**config.mk**
```make
export PLATFORM = sky130hd
export DESIGN_NAME = inst_fetch_unit
export DESIGN_NICKNAME = d
export VERILOG_FILES = /design/src/rtl/inst_fetch_unit_pkg.sv /design/src/rtl/ifu_fetch_queue.sv /design/src/rtl/inst_fetch_unit.sv
export SDC_FILE = /design/constraint.sdc
export NUM_CORES = 1
export LEC_CHECK = 0
export ABC_AREA = 1
export ABC_CLOCK_PERIOD_IN_PS = 10600
export CAP_MARGIN = 25
export CORE_MARGIN = 2
export CORE_UTILIZATION = 51
export CTS_BUF_LIST = sky130_fd_sc_hd__clkbuf_2
export CTS_CLUSTER_DIAMETER = 150
export DETAILED_ROUTE_END_ITERATION = 10
export PLACE_DENSITY_LB_ADDON = 0.12
export SLEW_MARGIN = 20
export SYNTH_ARGS = -nofsm -noshare
export SYNTH_HDL_FRONTEND = slang
export SYNTH_HIERARCHICAL = 1
export SYNTH_SLANG_ARGS = --single-unit
export TNS_END_PERCENT = 50
```
**constraint.sdc**
```tcl
create_clock -name clk -period 10.6 [get_ports clk]
set_input_delay 1.59 -clock clk [delete_from_list [all_inputs] [get_ports clk]]
set_output_delay 1.59 -clock clk [all_outputs]
set_load 0.05 [all_outputs]
```
**src/rtl/inst_fetch_unit_pkg.sv**
```systemverilog
// Shared types for the instruction fetch unit: FSM state encoding and the
// 64-bit fetch-queue entry layout {pc[63:32], inst[31:0]}.
package inst_fetch_unit_pkg;

  typedef enum logic [1:0] {
    BOOT  = 2'd0,
    FETCH = 2'd1,
    HOLD  = 2'd2
  } ifu_state_t;

  typedef struct packed {
    logic [31:0] pc;
    logic [31:0] inst;
  } ifu_entry_t;

  // Word-address increment; wraps 32'hFFFFFFFF -> 32'h0 naturally.
  function automatic logic [31:0] pc_incr(input logic [31:0] pc);
    return pc + 32'd1;
  endfunction

endpackage

```
**src/rtl/ifu_fetch_queue.sv**
```systemverilog
// Synchronous FIFO of fetched {pc, inst} entries with a single-cycle flush,
// full/empty flags and an occupancy count. Head entry is read combinationally.
module ifu_fetch_queue
  import inst_fetch_unit_pkg::*;
#(
  parameter int unsigned DEPTH = 2
) (
  input  logic                     clk,
  input  logic                     reset,
  input  logic                     flush,
  input  logic                     wr_en,
  input  ifu_entry_t               wr_data,
  input  logic                     rd_en,
  output ifu_entry_t               rd_data,
  output logic                     full,
  output logic                     empty,
  output logic [$clog2(DEPTH):0]   count
);

  localparam int AW = $clog2(DEPTH);

  ifu_entry_t      mem_reg [DEPTH];
  logic [AW-1:0]   wr_ptr_reg;
  logic [AW-1:0]   rd_ptr_reg;
  logic [AW:0]     count_reg;
  logic            do_rd;
  logic            do_wr;

  assign empty = (count_reg == '0);
  assign full  = (count_reg == (AW+1)'(DEPTH));
  assign count = count_reg;

  // A read on a full queue frees the slot the same cycle; flush drops the write.
  assign do_rd = rd_en && !empty;
  assign do_wr = wr_en && (!full || do_rd) && !flush;

  always_ff @(posedge clk or posedge reset) begin
    if (reset) begin
      wr_ptr_reg <= '0;
      rd_ptr_reg <= '0;
      count_reg  <= '0;
    end else if (flush) begin
      wr_ptr_reg <= '0;
      rd_ptr_reg <= '0;
      count_reg  <= '0;
    end else begin
      if (do_wr) wr_ptr_reg <= wr_ptr_reg + AW'(1);
      if (do_rd) rd_ptr_reg <= rd_ptr_reg + AW'(1);
      case ({do_wr, do_rd})
        2'b10:   count_reg <= count_reg + (AW+1)'(1);
        2'b01:   count_reg <= count_reg - (AW+1)'(1);
        default: count_reg <= count_reg;
      endcase
    end
  end

  genvar gi;
  generate
    for (gi = 0; gi < DEPTH; gi++) begin : g_entry
      always_ff @(posedge clk or posedge reset) begin
        if (reset) begin
          mem_reg[gi] <= '0;
        end else if (do_wr && (wr_ptr_reg == AW'(gi))) begin
          mem_reg[gi] <= wr_data;
        end
      end
    end
  endgenerate

  assign rd_data = mem_reg[rd_ptr_reg];

endmodule

```
**src/rtl/inst_fetch_unit.sv**
```systemverilog
// Instruction fetch unit: PC register and BOOT/FETCH/HOLD control feeding a
// fetch queue. Define IFU_PERF_CNT_EN to build the transfer/redirect counters.
module inst_fetch_unit
  import inst_fetch_unit_pkg::*;
#(
  parameter logic [31:0] RESET_PC    = 32'h0,
  parameter int unsigned QUEUE_DEPTH = 2
) (
  input  logic        clk,
  input  logic        reset,
  output logic [31:0] InstAdd,
  input  logic [31:0] MemInstOut,
  input  logic        redirect_en,
  input  logic [31:0] redirect_pc,
  output logic        out_valid,
  input  logic        out_ready,
  output logic [31:0] out_inst,
  output logic [31:0] out_pc,
  output logic [31:0] perf_fetch_cnt,
  output logic [31:0] perf_flush_cnt
);

  localparam int CW = $clog2(QUEUE_DEPTH) + 1;

  ifu_state_t      state_reg;
  ifu_state_t      state_next;
  logic [31:0]     pc_reg;
  logic [31:0]     pc_next;
  logic            enq;
  logic            deq;
  logic            q_full;
  logic            q_empty;
  logic [CW-1:0]   q_count;
  logic            q_almost_full;
  ifu_entry_t      enq_entry;
  ifu_entry_t      head;

  assign InstAdd       = pc_reg;
  assign out_valid     = !q_empty;
  assign deq           = out_valid && out_ready;
  assign out_inst      = head.inst;
  assign out_pc        = head.pc;
  assign enq_entry     = '{pc: pc_reg, inst: MemInstOut};
  assign q_almost_full = (q_count == CW'(QUEUE_DEPTH - 1));

  always_ff @(posedge clk or posedge reset) begin
    if (reset) begin
      state_reg <= BOOT;
      pc_reg    <= RESET_PC;
    end else begin
      state_reg <= state_next;
      pc_reg    <= pc_next;
    end
  end

  // Redirect overrides everything: the queue is flushed and this cycle's fetch dropped.
  always_comb begin
    state_next = state_reg;
    pc_next    = pc_reg;
    enq        = 1'b0;
    if (redirect_en) begin
      pc_next    = redirect_pc;
      state_next = FETCH;
    end else begin
      case (state_reg)
        BOOT: begin
          state_next = FETCH;
        end
        FETCH: begin
          if (!q_full || deq) begin
            enq     = 1'b1;
            pc_next = pc_incr(pc_reg);
            if (q_almost_full && !deq) state_next = HOLD;
          end else begin
            state_next = HOLD;
          end
        end
        HOLD: begin
          if (deq) state_next = FETCH;
        end
        default: begin
          state_next = BOOT;
        end
      endcase
    end
  end

  ifu_fetch_queue #(
    .DEPTH (QUEUE_DEPTH)
  ) u_queue (
    .clk     (clk),
    .reset   (reset),
    .flush   (redirect_en),
    .wr_en   (enq),
    .wr_data (enq_entry),
    .rd_en   (out_ready),
    .rd_data (head),
    .full    (q_full),
    .empty   (q_empty),
    .count   (q_count)
  );

`ifdef IFU_PERF_CNT_EN
  logic [31:0] fetch_cnt_reg;
  logic [31:0] flush_cnt_reg;

  always_ff @(posedge clk or posedge reset) begin
    if (reset) begin
      fetch_cnt_reg <= '0;
      flush_cnt_reg <= '0;
    end else begin
      if (deq)         fetch_cnt_reg <= fetch_cnt_reg + 32'd1;
      if (redirect_en) flush_cnt_reg <= flush_cnt_reg + 32'd1;
    end
  end

  assign perf_fetch_cnt = fetch_cnt_reg;
  assign perf_flush_cnt = flush_cnt_reg;
`else
  assign perf_fetch_cnt = 32'h0;
  assign perf_flush_cnt = 32'h0;
`endif

endmodule

```
==> reports/metrics.sh <==
RUN_STATUS='completed'
FLIP_FLOP_COUNT_OF_THE_LARGEST_REGISTER_ALL_COPIES_AND_WORDS_ADDED=128
SYNTHCELLS=1158
GRT_MOST_USED_LAYER='met2'
POST-ROUTE-PERIOD-UTIL=0.449
SKEW_PS=29.3
HOLDWS_PS=518
WORSTHOLDPATHTYPE='register to register'
MOST_COMMON_CELL_IN_THE_SYNTHESIZED_NETLIST='sky130_fd_sc_hd__nand2_1'
SYNTHARSTFLOPSHARE=1.00
P_COMB_FRAC=0.575
PATH_CLK_SLEW_PS=220
POWER_DENSITY_nW_PER_UM2=331
CTS_TREE='yes'
GP_CONGESTION=0.866
CLK_LATENCY_PS=740
TIMING.FINAL.CRIT_PERIOD_PS=4760
FINAL_MAX_SLEW_VIOL_COUNT=0
DETAILED_PLACE_HPWL_UM=14900
CTS-RESIZED-GATES=0
NET_SWITCHING_FRACTION_OF_THE_POWER=0.524
GRT_FIRST_PASS_WIRELENGTH_UM=35200
DRTITER0DRC=436
POSTROUTEWIRELENGTH_UM=21700
GLOBALROUTE.TOTALOVERFLOW=0
FINISH.UTILIZATION=0.620
SWITCHINGPOWER_mW=1.86
SYNTH.TOP_CELLS.BY_COUNT='sky130_fd_sc_hd__nand2_1, sky130_fd_sc_hd__dfrtp_1, sky130_fd_sc_hd__inv_1, sky130_fd_sc_hd__buf_4, sky130_fd_sc_hd__nor2_1'
CP_MAX_FO=24
HOLD_VIOLATIONS=0
GRT.TOTAL_USAGE=0.239
WORST-ENDPOINT-REQUIRED_PS=9010
SEQCELLAREA_SQ_UM=4160
MAX_SLEW_MARGIN=0.369
FINAL_NETS=1365
PLACEABLECOREAREA_SQ_UM=17300
FRACTION_OF_FINAL_LAYOUT_CELLS_WITH_DRIVE_STRENGTH_GREATER_THAN_1=0.0894
CLOCK_POWER_SHARE=0.097
ARRIVAL_PS=3170
ROWS=48
VIAS=7599
TOTAL_CLOCK_SINKS=166
TOTAL_POWER_mW=3.55
ANTENNA_FOUND_INITIAL=1
RSZ_0062_RAISED_AFTER_GLOBAL_ROUTING='no'
FINALSETUPVIOLCOUNT=0
AREA_GROWTH_SYN_TO_LAYOUT_PCT=18.7
GR-USAGE-MET3=0.0422
FIRST_GLOBAL_VIAS=7151
YS.FLOP_TYPE='sky130_fd_sc_hd__dfrtp_1'
INSTANCES_NO_FILL=1535
CTS_HOLD_BUF=0
WORSTSETUPSTARTPOINTTYPE='register'
FLOORPLAN.INITIALDENSITY=0.523
CP_CLASS='register to primary output'
GRT_MAX_DEGREE=86
P_INT_mW=1.69
CTS_MADE_BUFFERS=17
SYNTH_AREA_PER_CELL_SQ_UM=7.81
DRC_ERRORS=0
FILLCELLCOUNT=1638
MULTI_INPUT_COMB_AREA_SQ_UM=3960
FLOORPLAN.DIE.WIDTH_UM=137
LEVEL_COUNT_OF_THE_CLOCK_H_TREE=4
DRT-PASS1-ITER-COUNT=5
GLOBAL_ROUTE.USAGE.MET2=0.384
MAX-CAP-VIOLATIONS=0
SYNTH_ENABLE_FLOP_CELLS=0
YOSYS_WARNINGS=6
SYNTH.YOSYS.SEQ_AREA_SHARE=0.460
TOTAL_LEAKAGE_POWER_nW=5.09
CTS_ROOT_BUFFER='sky130_fd_sc_hd__clkbuf_2'
POWER.SEQUENTIAL.FRACTION=0.328
PLACED_CELLS=1502
SYNTH_AREA_LEADER_CELL='sky130_fd_sc_hd__dfrtp_1'
POSTCTSSETUPBUFFERS=0
SYNTH.AREA.TOP_CELLS='sky130_fd_sc_hd__dfrtp_1, sky130_fd_sc_hd__nand2_1, sky130_fd_sc_hd__buf_4, sky130_fd_sc_hd__inv_1, sky130_fd_sc_hd__o21a_1'
POST_DRT_VIA_CELL_RATIO=4.95
DIE-AREA_SQ_UM=18800
WORSTMARGINPINSLEW_PS=947
CTS-ROOT-TO-SINK-BUFFERS=2
ENDPOINT_KIND='primary output'
FFS_LATCHES_SYNTH=166
WORST_IR_DROP_VDD_mV=0.181
TIMING.FMAX_MHz=210
TOTALNEGATIVESETUPSLACK_PS=0
SYNTH_CELL_TYPE_COUNT=39
SYNTH_LARGEST_TYPE_AREA_FRACTION=0.460
GLOBAL_ROUTE_MET1_USAGE=0.332
DIE_H_UM=137
POST_SYNTHESIS_CELL_AREA_SQ_UM=9040
WIRE_LENGTH_PER_CELL_UM=14.1
BOUNDARYPINS=229
ANTENNA_VIOLATING_NETS_POST_ROUTE=0
COUNT_OF_PORT_BUFFERS_ADDED_DURING_PLACEMENT=164
==> through the flow <==
stage / cell area (sq um) / setup WS (ps)
2_1_floorplan: 9280 / 5480
3_3_place_gp: 10500 / 5290
3_5_place_dp: 10500 / 5100
4_1_cts: 10700 / 5740
5_1_grt: 10700 / 5600
6_report: 10700 / 5840
==> cells in the final DEF, fill, tap and decap left out, types with 5 or more instances in the layout <==
cell type and instances:
sky130_fd_sc_hd__xor2_1 6, sky130_fd_sc_hd__clkbuf_2 19, sky130_fd_sc_hd__a22oi_1 14, sky130_fd_sc_hd__nand3_1 33
sky130_fd_sc_hd__nor2_2 17, sky130_fd_sc_hd__a21oi_1 8, sky130_fd_sc_hd__o21ai_1 52, sky130_fd_sc_hd__nand2_2 16
sky130_fd_sc_hd__o21a_1 41, sky130_fd_sc_hd__o21ai_0 55, sky130_fd_sc_hd__nor2_4 7, sky130_fd_sc_hd__clkdlybuf4s50_1 164
sky130_fd_sc_hd__dfrtp_1 165, sky130_fd_sc_hd__conb_1 64, sky130_fd_sc_hd__inv_2 7, sky130_fd_sc_hd__inv_1 95
sky130_fd_sc_hd__nor2_1 62, sky130_fd_sc_hd__clkinvlp_4 6, sky130_fd_sc_hd__a21oi_2 19, sky130_fd_sc_hd__nand3b_1 5
sky130_fd_sc_hd__nand2_1 413, sky130_fd_sc_hd__buf_4 7
==> area by class of cell <==
class,count,area share
timing repair buffer,171,0.158
clock buffer,19,0.00886
tap,225,0.0262
sequential,166,0.387
inverter,104,0.0368
antenna,1,0.000233
clock inverter,13,0.0139
multi-input combinational,836,0.369
==> metal layers <==
metal  wire, um  vias to the layer above  part of all wire
met5          0                        -                 0
met2      10200                      225              0.47
li1           -                     3781                 -
met1      10000                     3569              0.46
met4        310                        0             0.014
met3       1210                       24             0.056
==> power by group through the flow <==
stage | Clock [mW] | Combinational [mW] | Sequential, mW
global route | 0.378 | 2.20 | 1.20
finish | 0.345 | 2.04 | 1.16
global placement | 0 | 2.03 | 1.17
CTS | 0.355 | 2.06 | 1.16
floorplan | 0 | 1.33 | 1.28
detailed placement | 0 | 2.05 | 1.18
==> critical path, stage by stage, from the launching register on <==
cell and delay (ps):
sky130_fd_sc_hd__dfrtp_2 410, sky130_fd_sc_hd__clkinv_1 610, sky130_fd_sc_hd__buf_4 490, sky130_fd_sc_hd__nand2_1 90
sky130_fd_sc_hd__o21ai_0 100, sky130_fd_sc_hd__clkdlybuf4s50_1 740
==> cell families after synthesis <==
group | after synthesis | synth area share
and+or+nand+nor | 567 | 0.267
buffers and inverters | 219 | 0.130
AOI/OAI and AO/OA | 194 | 0.132
DFF | 166 | 0.460
xor gates and xnor gates | 10 | 0.00969
adders and majority gates | 1 | 0.00138
other | 1 | 0.000415
==> worst paths after layout <==
| check | startpoint | end | slack (ps) | cells after the start |
|---|---|---|---|---|
| setup / recovery | u_queue/rd_ptr_reg | out_inst[31] | 5840 | 5 |
| hold / removal | u_queue/mem_reg[119] | u_queue/mem_reg[119] | 520 | 2 |
| setup reg to reg | u_queue/count[1] | u_queue/mem_reg[52] | 6740 | 11 |
| hold reg to reg | u_queue/mem_reg[119] | u_queue/mem_reg[119] | 520 | 2 |
| max in group asynchronous | reset | u_queue/rd_ptr_reg | 8000 | 3 |
| min in group asynchronous | reset | u_queue/mem_reg[71] | 1330 | 2 |
Power figures use the tool's default switching activity.
